## src/rtl/bin_pkg.sv

```systemverilog
// bin_pkg: shared definitions for the binning frame controller.
//   - FSM state encoding (state_t)
//   - error code values reported on err_code (err_code_t)
//   - default frame geometry, expected SRAM write count and watchdog limit
//   - counter widths used by the controller and its beat counter
package bin_pkg;

  localparam int DEF_IMG_W   = 640;
  localparam int DEF_IMG_H   = 480;
  localparam int DEF_N_BINS  = 784;
  localparam int DEF_TIMEOUT = 1 << 20;

  localparam int BEAT_W  = 19;  // holds IMG_W*IMG_H-1 = 307199
  localparam int WR_W    = 11;  // holds N_BINS = 784
  localparam int WD_W    = 20;  // idle-cycle watchdog
  localparam int FRAME_W = 16;  // completed-frame counter, wraps

  typedef enum logic [2:0] {
    ST_IDLE   = 3'd0,
    ST_ARM    = 3'd1,
    ST_STREAM = 3'd2,
    ST_DRAIN  = 3'd3,
    ST_FIN    = 3'd4,
    ST_FAULT  = 3'd5
  } state_t;

  typedef enum logic [1:0] {
    ERR_NONE    = 2'd0,
    ERR_TLAST   = 2'd1,
    ERR_WRCNT   = 2'd2,
    ERR_TIMEOUT = 2'd3
  } err_code_t;

endpackage

```

## src/rtl/axis_beat_counter.sv

```systemverilog
// axis_beat_counter: counts accepted pixel beats of one frame and checks
// that tlast lines up with the final beat.
// Ports:
//   clk, reset   - clock, asynchronous active-high reset
//   clr          - clears the count (frame start)
//   beat         - one accepted beat this cycle (tvalid && tready)
//   tlast        - tlast of the current beat
//   last_beat    - current beat is the final beat and carries tlast
//   tlast_err    - tlast is set on an earlier beat or missing on the final one
module axis_beat_counter
  import bin_pkg::*;
#(
  parameter int TOTAL_BEATS = DEF_IMG_W * DEF_IMG_H
) (
  input  logic clk,
  input  logic reset,
  input  logic clr,
  input  logic beat,
  input  logic tlast,
  output logic last_beat,
  output logic tlast_err
);

  localparam logic [BEAT_W-1:0] LAST_IDX = BEAT_W'(TOTAL_BEATS - 1);

  logic [BEAT_W-1:0] count_reg;
  logic              is_last;

  always_ff @(posedge clk or posedge reset) begin
    if (reset) begin
      count_reg <= '0;
    end else if (clr) begin
      count_reg <= '0;
    end else if (beat) begin
      count_reg <= count_reg + 1'b1;
    end
  end

  // count_reg is the index of the beat currently on the bus
  assign is_last   = (count_reg == LAST_IDX);
  assign last_beat = beat && is_last && tlast;
  assign tlast_err = beat && (tlast != is_last);

endmodule

```

## src/rtl/bin_frame_ctrl.sv

```systemverilog
// bin_frame_ctrl: per-frame sequencer for the pixel binning datapath.
// Ports:
//   clk, reset          - clock, asynchronous active-high reset
//   start, abort        - CPU frame request / unconditional return to IDLE
//   s_axis_*            - RGB pixel stream in (24-bit data, valid, last, ready)
//   m_axis_*            - pixel stream to the binning datapath
//   bin_start           - one-cycle start pulse to the datapath
//   bin_wr_en, bin_done - datapath SRAM write strobe and completion
//   busy, done          - not idle / one-cycle frame-complete pulse
//   err, err_code       - sticky error flag and cause (see err_code_t)
//   frame_cnt           - completed frames, wraps at 16 bits
module bin_frame_ctrl
  import bin_pkg::*;
#(
  parameter int IMG_W   = DEF_IMG_W,
  parameter int IMG_H   = DEF_IMG_H,
  parameter int N_BINS  = DEF_N_BINS,
  parameter int TIMEOUT = DEF_TIMEOUT
) (
  input  logic               clk,
  input  logic               reset,
  input  logic               start,
  input  logic               abort,
  input  logic [23:0]        s_axis_tdata,
  input  logic               s_axis_tvalid,
  input  logic               s_axis_tlast,
  output logic               s_axis_tready,
  output logic [23:0]        m_axis_tdata,
  output logic               m_axis_tvalid,
  input  logic               m_axis_tready,
  output logic               bin_start,
  input  logic               bin_wr_en,
  input  logic               bin_done,
  output logic               busy,
  output logic               done,
  output logic               err,
  output logic [1:0]         err_code,
  output logic [FRAME_W-1:0] frame_cnt
);

  localparam logic [WR_W-1:0] N_BINS_C = WR_W'(N_BINS);
  // TIMEOUT idle cycles have elapsed when the counter sits at TIMEOUT-1 and
  // the current cycle is idle too; this also keeps 2^20 within 20 bits.
  localparam logic [WD_W-1:0] WD_LAST  = WD_W'(TIMEOUT - 1);

  state_t             state_reg, state_next;
  err_code_t          err_code_reg, fault_code;
  logic               err_reg;
  logic [FRAME_W-1:0] frame_cnt_reg;
  logic [WR_W-1:0]    wr_cnt_reg;
  logic [WD_W-1:0]    wd_cnt_reg;

  logic in_stream, beat_acc, enter_arm, enter_fault;
  logic last_beat, tlast_err, wd_expired, activity;

  // Zero-latency pass-through, gated off outside STREAM
  assign in_stream     = (state_reg == ST_STREAM);
  assign s_axis_tready = in_stream && m_axis_tready;
  assign m_axis_tvalid = in_stream && s_axis_tvalid;
  assign m_axis_tdata  = s_axis_tdata;
  assign beat_acc      = s_axis_tvalid && s_axis_tready;

  axis_beat_counter #(
    .TOTAL_BEATS(IMG_W * IMG_H)
  ) u_beat_cnt (
    .clk      (clk),
    .reset    (reset),
    .clr      (enter_arm),
    .beat     (beat_acc),
    .tlast    (s_axis_tlast),
    .last_beat(last_beat),
    .tlast_err(tlast_err)
  );

  assign wd_expired = (wd_cnt_reg == WD_LAST) && !beat_acc && !bin_wr_en;

  always_ff @(posedge clk or posedge reset) begin
    if (reset) begin
      state_reg <= ST_IDLE;
    end else begin
      state_reg <= state_next;
    end
  end

  always_comb begin
    state_next = state_reg;
    fault_code = ERR_NONE;
    unique case (state_reg)
      ST_IDLE: begin
        if (start) state_next = ST_ARM;
      end
      ST_ARM: begin
        state_next = ST_STREAM;
      end
      ST_STREAM: begin
        if (tlast_err) begin
          state_next = ST_FAULT;
          fault_code = ERR_TLAST;
        end else if (bin_done) begin
          // datapath finished before the frame was fully streamed
          state_next = ST_FAULT;
          fault_code = ERR_WRCNT;
        end else if (wd_expired) begin
          state_next = ST_FAULT;
          fault_code = ERR_TIMEOUT;
        end else if (last_beat) begin
          state_next = ST_DRAIN;
        end
      end
      ST_DRAIN: begin
        if (bin_done) begin
          if (wr_cnt_reg == N_BINS_C) begin
            state_next = ST_FIN;
          end else begin
            state_next = ST_FAULT;
            fault_code = ERR_WRCNT;
          end
        end else if (wd_expired) begin
          state_next = ST_FAULT;
          fault_code = ERR_TIMEOUT;
        end
      end
      ST_FIN:   state_next = ST_IDLE;
      ST_FAULT: state_next = ST_IDLE;
      default:  state_next = ST_IDLE;
    endcase
    // abort overrides every fault and normal transition and records nothing
    if (abort) begin
      state_next = ST_IDLE;
      fault_code = ERR_NONE;
    end
  end

  // ARM is only ever entered from IDLE, i.e. on an accepted start
  assign enter_arm   = (state_next == ST_ARM);
  assign enter_fault = (state_next == ST_FAULT);
  assign activity    = beat_acc || bin_wr_en || (state_next != state_reg);

  always_ff @(posedge clk or posedge reset) begin
    if (reset) begin
      wr_cnt_reg <= '0;
    end else if (enter_arm) begin
      wr_cnt_reg <= '0;
    end else if ((state_reg != ST_IDLE) && bin_wr_en) begin
      wr_cnt_reg <= wr_cnt_reg + 1'b1;
    end
  end

  // Only counts in STREAM/DRAIN: every other non-idle state lasts one cycle,
  // so the state change clears it anyway.
  always_ff @(posedge clk or posedge reset) begin
    if (reset) begin
      wd_cnt_reg <= '0;
    end else if ((state_reg == ST_IDLE) || activity) begin
      wd_cnt_reg <= '0;
    end else begin
      wd_cnt_reg <= wd_cnt_reg + 1'b1;
    end
  end

  always_ff @(posedge clk or posedge reset) begin
    if (reset) begin
      err_reg      <= 1'b0;
      err_code_reg <= ERR_NONE;
    end else if (enter_arm) begin
      err_reg      <= 1'b0;
      err_code_reg <= ERR_NONE;
    end else if (enter_fault) begin
      err_reg      <= 1'b1;
      err_code_reg <= fault_code;
    end
  end

  always_ff @(posedge clk or posedge reset) begin
    if (reset) begin
      frame_cnt_reg <= '0;
    end else if ((state_reg == ST_FIN) && !abort) begin
      frame_cnt_reg <= frame_cnt_reg + 1'b1;
    end
  end

  assign busy      = (state_reg != ST_IDLE);
  assign done      = (state_reg == ST_FIN) && !abort;
  assign bin_start = (state_reg == ST_ARM) && !abort;
  assign err       = err_reg;
  assign err_code  = err_code_reg;
  assign frame_cnt = frame_cnt_reg;

endmodule

```

## config.mk

```make
export PLATFORM = sky130hd
export DESIGN_NAME = bin_frame_ctrl
export DESIGN_NICKNAME = d
export VERILOG_FILES = /design/src/rtl/bin_pkg.sv /design/src/rtl/axis_beat_counter.sv /design/src/rtl/bin_frame_ctrl.sv
export SDC_FILE = /design/constraint.sdc
export NUM_CORES = 1
export LEC_CHECK = 0
export ABC_AREA = 1
export CAP_MARGIN = 15
export CORE_MARGIN = 2
export CORE_UTILIZATION = 31
export CTS_BUF_LIST = sky130_fd_sc_hd__clkbuf_8
export CTS_CLUSTER_DIAMETER = 50
export DETAILED_ROUTE_END_ITERATION = 8
export PLACE_DENSITY_LB_ADDON = 0.05
export SYNTH_ARGS = -nofsm -noshare
export SYNTH_HDL_FRONTEND = slang
export SYNTH_SLANG_ARGS = --single-unit
```

## constraint.sdc

```tcl
create_clock -name clk -period 2.4 [get_ports clk]
set_clock_uncertainty 0.2 [all_clocks]
set_input_delay 0.48 -clock clk [delete_from_list [all_inputs] [get_ports clk]]
set_output_delay 0.48 -clock clk [all_outputs]
set_load 0.005 [all_outputs]
```

Word level (Yosys, flattened, before mapping)

Cells that the tools add are included.

Add/sub/neg operators: 4
$mul: 0
Divide/modulo/power cells: 0
$lt $le $gt $ge: 0
Eq/ne operators: 11
Shifts and indexed selects: 0
Multiplexer cells: 26
Bitwise gates (word level): 0
Reduce and logical (&&, ||, !) cells: 22

Operators with widths:

| cell                    | count |
|---|---|
| $mux W19                | 2 |
| $mux W3                 | 8 |
| $mux W11                | 2 |
| $add A20 B1 Y20 const B | 1 |
| $eq A20 B20 Y1 const B  | 1 |
| $mux W20                | 1 |
| $add A19 B1 Y19 const B | 1 |
| $eq A19 B19 Y1 const B  | 1 |
| $add A16 B1 Y16 const B | 1 |
| $mux W2                 | 8 |
| $pmux W3 S4             | 1 |
| $add A11 B1 Y11 const B | 1 |
| $eq A11 B10 Y1 const B  | 1 |
| $logic_and A1 B1 Y1     | 11 |
| $eq A3 B1 Y1 const B    | 2 |
| $eq A3 B2 Y1 const B    | 2 |
| $eq A3 B3 Y1 const B    | 2 |
| $reduce_bool A2 Y1      | 3 |
| $pmux W2 S2             | 1 |
| $logic_not A1 Y1        | 3 |
| $logic_not A3 Y1        | 1 |
| $logic_or A1 B1 Y1      | 3 |
| $mux W1                 | 3 |
| $ne A3 B3 Y1            | 1 |
| other kinds (2)         | 2 |

Register bits: 72
Latch bits: 0
Memory bits (writable): 0
ROM bits: 0
Input bits: 33
Memories kept: 0

Depth between registers and ports, before layout

Depth after elaboration: 15
Mapped depth: 15
Gate-level depth less buffers: 14

By module

Synthesis repeated with hierarchy kept, for this count alone.

Cell total of the unflattened synthesis: 542
Area total of the unflattened synthesis: 4406.7 sq um

Modules (own cells, without submodules):

| module            | times used | cells each | area each (sq um) |
|---|---|---|---|
| bin_frame_ctrl    | 1          | 370        | 3216.8 |
| axis_beat_counter | 1          | 172        | 1189.9 |

Worst setup path before layout

OpenSTA, ideal clock, no wires.

Kind: flip-flop to flip-flop
Start: reg wd_cnt_reg[0]
End: reg u_beat_cnt.count_reg[17]
Setup time: 113 ps
Data arrival time: 1761 ps
Required time: 2087 ps
Setup slack: 327 ps
Cell stages (with the launch flop): 14
Path buffers: 1
Clock period less this slack: 2073 ps
Cells stage by stage: dfrtp_1 ha_1 nand2_1 nor2_4 nand3_2 nor2_2 nand3_2 nand2_2 o21bai_4 a21oi_4 nand3_2 buf_6 nand2_1 inv_1

Longest elaborated chain between the ends: 10
Elaborated cells on any way between the ends: 13
Those cells by class: eq/ne: 2; mux: 8; reduce/logical: 3

Ends and longest elaborated chain:

| item                                                  | RTL line                | source |
|---|---|---|
| start, declared                                       | bin_frame_ctrl.sv:51    | `logic [WD_W-1:0] wd_cnt_reg;` |
| start signal, assigned                                | bin_frame_ctrl.sv:157   | `wd_cnt_reg <= wd_cnt_reg + 1'b1;` |
| $eq A20 B20 Y1 (*)                                    | bin_frame_ctrl.sv:75    | `assign wd_expired = (wd_cnt_reg == WD_LAST) && !beat_acc && !bin_wr_en;` |
| $logic_and A1 B1 Y1 (*) (2 in a row)                  | bin_frame_ctrl.sv:75    |  |
| $mux W3                                               | bin_frame_ctrl.sv:103   | `end else if (wd_expired) begin` |
| $mux W3                                               | bin_frame_ctrl.sv:99    | `end else if (bin_done) begin` |
| $mux W3                                               | bin_frame_ctrl.sv:96    | `if (tlast_err) begin` |
| $pmux W3 S4 (*)                                       | bin_frame_ctrl.sv:88    | `unique case (state_reg)` |
| $mux W3 (*)                                           | bin_frame_ctrl.sv:128   | `if (abort) begin` |
| net state_next[0]                                     | bin_frame_ctrl.sv:46    | `state_t state_reg, state_next;` |
| $eq A3 B1 Y1 (*)                                      | bin_frame_ctrl.sv:135   | `assign enter_arm = (state_next == ST_ARM);` |
| $mux W19 / $reduce_bool A2 Y1 (equally long branches) | --                      |  |
| end signal, assigned                                  | axis_beat_counter.sv:35 | `count_reg <= count_reg + 1'b1;` |
| end, declared                                         | axis_beat_counter.sv:26 | `logic [BEAT_W-1:0] count_reg;` |

Mark *: on every way through the listed nets, which the timed path passes. The rest lies on a longest branch.
A chain may end at the register's enable or synchronous reset.

Worst setup path in the final report

Start: reg state_reg[2]
End: out bin_start

Longest elaborated chain between the ends: 2

Ends and longest elaborated chain:

| item                   | RTL line              | source |
|---|---|---|
| start, declared        | bin_frame_ctrl.sv:46  |  |
| start signal, assigned | bin_frame_ctrl.sv:81  | `state_reg <= state_next;` |
| $eq A3 B1 Y1           | bin_frame_ctrl.sv:184 | `assign bin_start = (state_reg == ST_ARM) && !abort;` |
| $logic_and A1 B1 Y1    | bin_frame_ctrl.sv:184 |  |
| end, declared          | bin_frame_ctrl.sv:31  | `output logic bin_start,` |

Every way passes these cells.

==> metrics <==
Ys Warns=0; Synth Area in Adders=1.50%; GPL Wtd Cong=0.764; CP max stage cell=dfrtp_2; Final Util=38.6%; largest net degree at the start of global routing=73; Pre-Repair DR Iteration Count=4; sequential share of the synthesized area=43.3%; CTS clk-pin slew, worst paths=0.07 ns; critical path peak fanout=5; H-Tree Depth=3; worst-margin pin slew=0.408 ns; first-pass GRT wire length=15000 µm; clk sink count=72; maximum root-to-sink buffer count=2; crit-path most repeated cell=inv_2; HP Class=register to register; Clock Latency Late Sink=0.36 ns; mux contribution to synthesized area=0%; number of diodes=0; Final WS setup=0.158 ns; fin crit share=93.4%; starting density of the core=31.5%; number of I/O pins=81; CTS tree=done; status=finished, final reports clean; Post-Synth XOR/XNOR Area=11.4%; Wirelength per Cell=11.3 µm; Die ar.=14400 µm²; main combinational cell family by area after synthesis=simple AND/OR/NAND/NOR gates; total wire length=8390 µm; DR vias/cell=4.12; worst hold slack=0.275 ns; Pleak=2.78 nW; GRT overflow=0; # nets final=603; crit-path cells=inv_2 -> nand2_1 -> nor2_1 -> inv_2 -> nor2_2 -> dlygate4sd2_1; DP Area=4800 µm²; RSZ-0062 raised after global routing=false; fillcell total=1385; Setup-failing EPs final=0; DRT iter0 DRCs=101; Hold Vio Cnt, Final=0; port bufs=32; Pins Over Slew Limit=0; Max Cap Violations=0; Place WS=-0.159 ns; drt drc=0; f_max=0.446 GHz; startpoint types=register; hpwl dp=5970 µm; Core Rows=42; VDD IR-drop max=0.240 mV; slew margin rel.=72.8%; Req. time, crit path=1.72 ns; simple logic cell fraction of the synthesized area=26.1%; post-route cell area=5090 µm²; Syn Nets=548; Post-synth ARST share=100%; max FFs per register=20; GRT Total Usage=13.3%; die width=120 µm; # hold bufs at CTS=0; final setup TNS=0 ns; FF+latch count, synth=72; initial antenna violation count=0; Area Overhead vs Synth=22.3%; Vias=3060; Num CTS Buffers=9; Compound-Gate Fraction of Synth Area=3.04%; Detail Route Antenna Nets=0; root buf cell=clkbuf_8; crit path DAT=1.56 ns; Power per Cell Area=514 nW/µm²; most frequent cells in the layout=nand2_1 (108), inv_1 (96), dfrtp_1 (69); vias in the first global route=3186; synthesized area=4160 µm²; Post-Syn Area per Cell=8.16 µm²; Tmin final=2.24 ns; Die Height=120 µm; CORE AREA=13200 µm²; Distinct cells, synth=31; CP max stage delay=0.46 ns; commonest non-fill, non-tap cell in the layout=nand2_1; share of layout cells above drive strength 1=19.0%; Worst setup EP type=primary output; EDFF count, synth=0; Main synth FF type=dfrtp_1; critical path class=register to primary output; Mapped Cells=510
## logic make-up (layout without fill, tap and decap cells)
family	after synthesis	count (layout)
simple gates	232	232
compound gates	18	18
fa+ha+maj	5	5
buf+inv	129	186
xor+xnor	54	54
flops	72	72
## worst max-delay path, delay by kind of cell (launching register included)
family / cells / cell delay [ns]
buf+inv: 3 / 0.43
flops: 1 / 0.46
simple gates: 3 / 0.32
## cell type report
class | instances | area, µm² | share of cell area, %
timing repair buffer | 73 | 701 | 13.8
sequential | 72 | 1810 | 35.5
clock buffer | 10 | 138 | 2.71
multi-input combinational | 309 | 1810 | 35.5
tap | 176 | 220 | 4.33
clock inverter | 3 | 37.5 | 0.738
inverter | 100 | 379 | 7.45
## through the flow
stage | cells | total power, mW
finish | 743 | 2.61
global route | 743 | 2.79
CTS | 740 | 2.68
detailed placement | 725 | 1.71
global placement | 725 | 1.70
floorplan | 510 | 1.57
## synth_stat cells, types with 7 or more instances
cell       n  area (µm²)
buf_4     24         180
dfrtp_1   72        1800
inv_1     97         364
nand2_1  110         413
nand3_1   25         125
nor2_1    39         146
nor2_2    25         156
nor3_1    11        55.1
o21ai_0    7        35.0
xnor2_1   18         158
xor2_1    36         315
## path summary, 6_finish.rpt
| kind | startpoint | to | slack [ns] | cells past startpoint |
|---|---|---|---|---|
| max in group asynchronous | reset | state_reg[0] | 1.28 | 3 |
| min reg2reg | err_code[1] | err_code[1] | 0.28 | 2 |
| max reg2reg | state_reg[0] | wd_cnt_reg[6] | 0.19 | 14 |
| min in group asynchronous | reset | wd_cnt_reg[17] | 0.37 | 3 |
| min | err_code[1] | err_code[1] | 0.28 | 2 |
| max | state_reg[2] | bin_start | 0.16 | 6 |
## per-layer routing
| metal | track usage [%] | vias to the layer above | wire length (µm) |
|---|---|---|---|
| met5 | 0 | - | 0 |
| met4 | 3.97 | 0 | 119 |
| met3 | 4.99 | 14 | 389 |
| met1 | 17.1 | 1396 | 4230 |
| met2 | 20.7 | 41 | 3650 |
| li1 | - | 1609 | - |
## where the power goes
part	switching [mW]	leakage (nW)	total, mW	internal (mW)
clock network	0.436	0.0967	0.920	0.484
registers	0.0589	0.974	1.32	1.26
logic	0.193	1.71	0.372	0.179
total	0.687	2.78	2.61	1.93
## timing repair
action                     in CTS  in global routing
setup endpoints to repair       5                 52
buffers inserted                2                  3
pin swaps                       1                  2
resized for setup              13                 12
No activity file was read; power rests on OpenSTA's default activity.
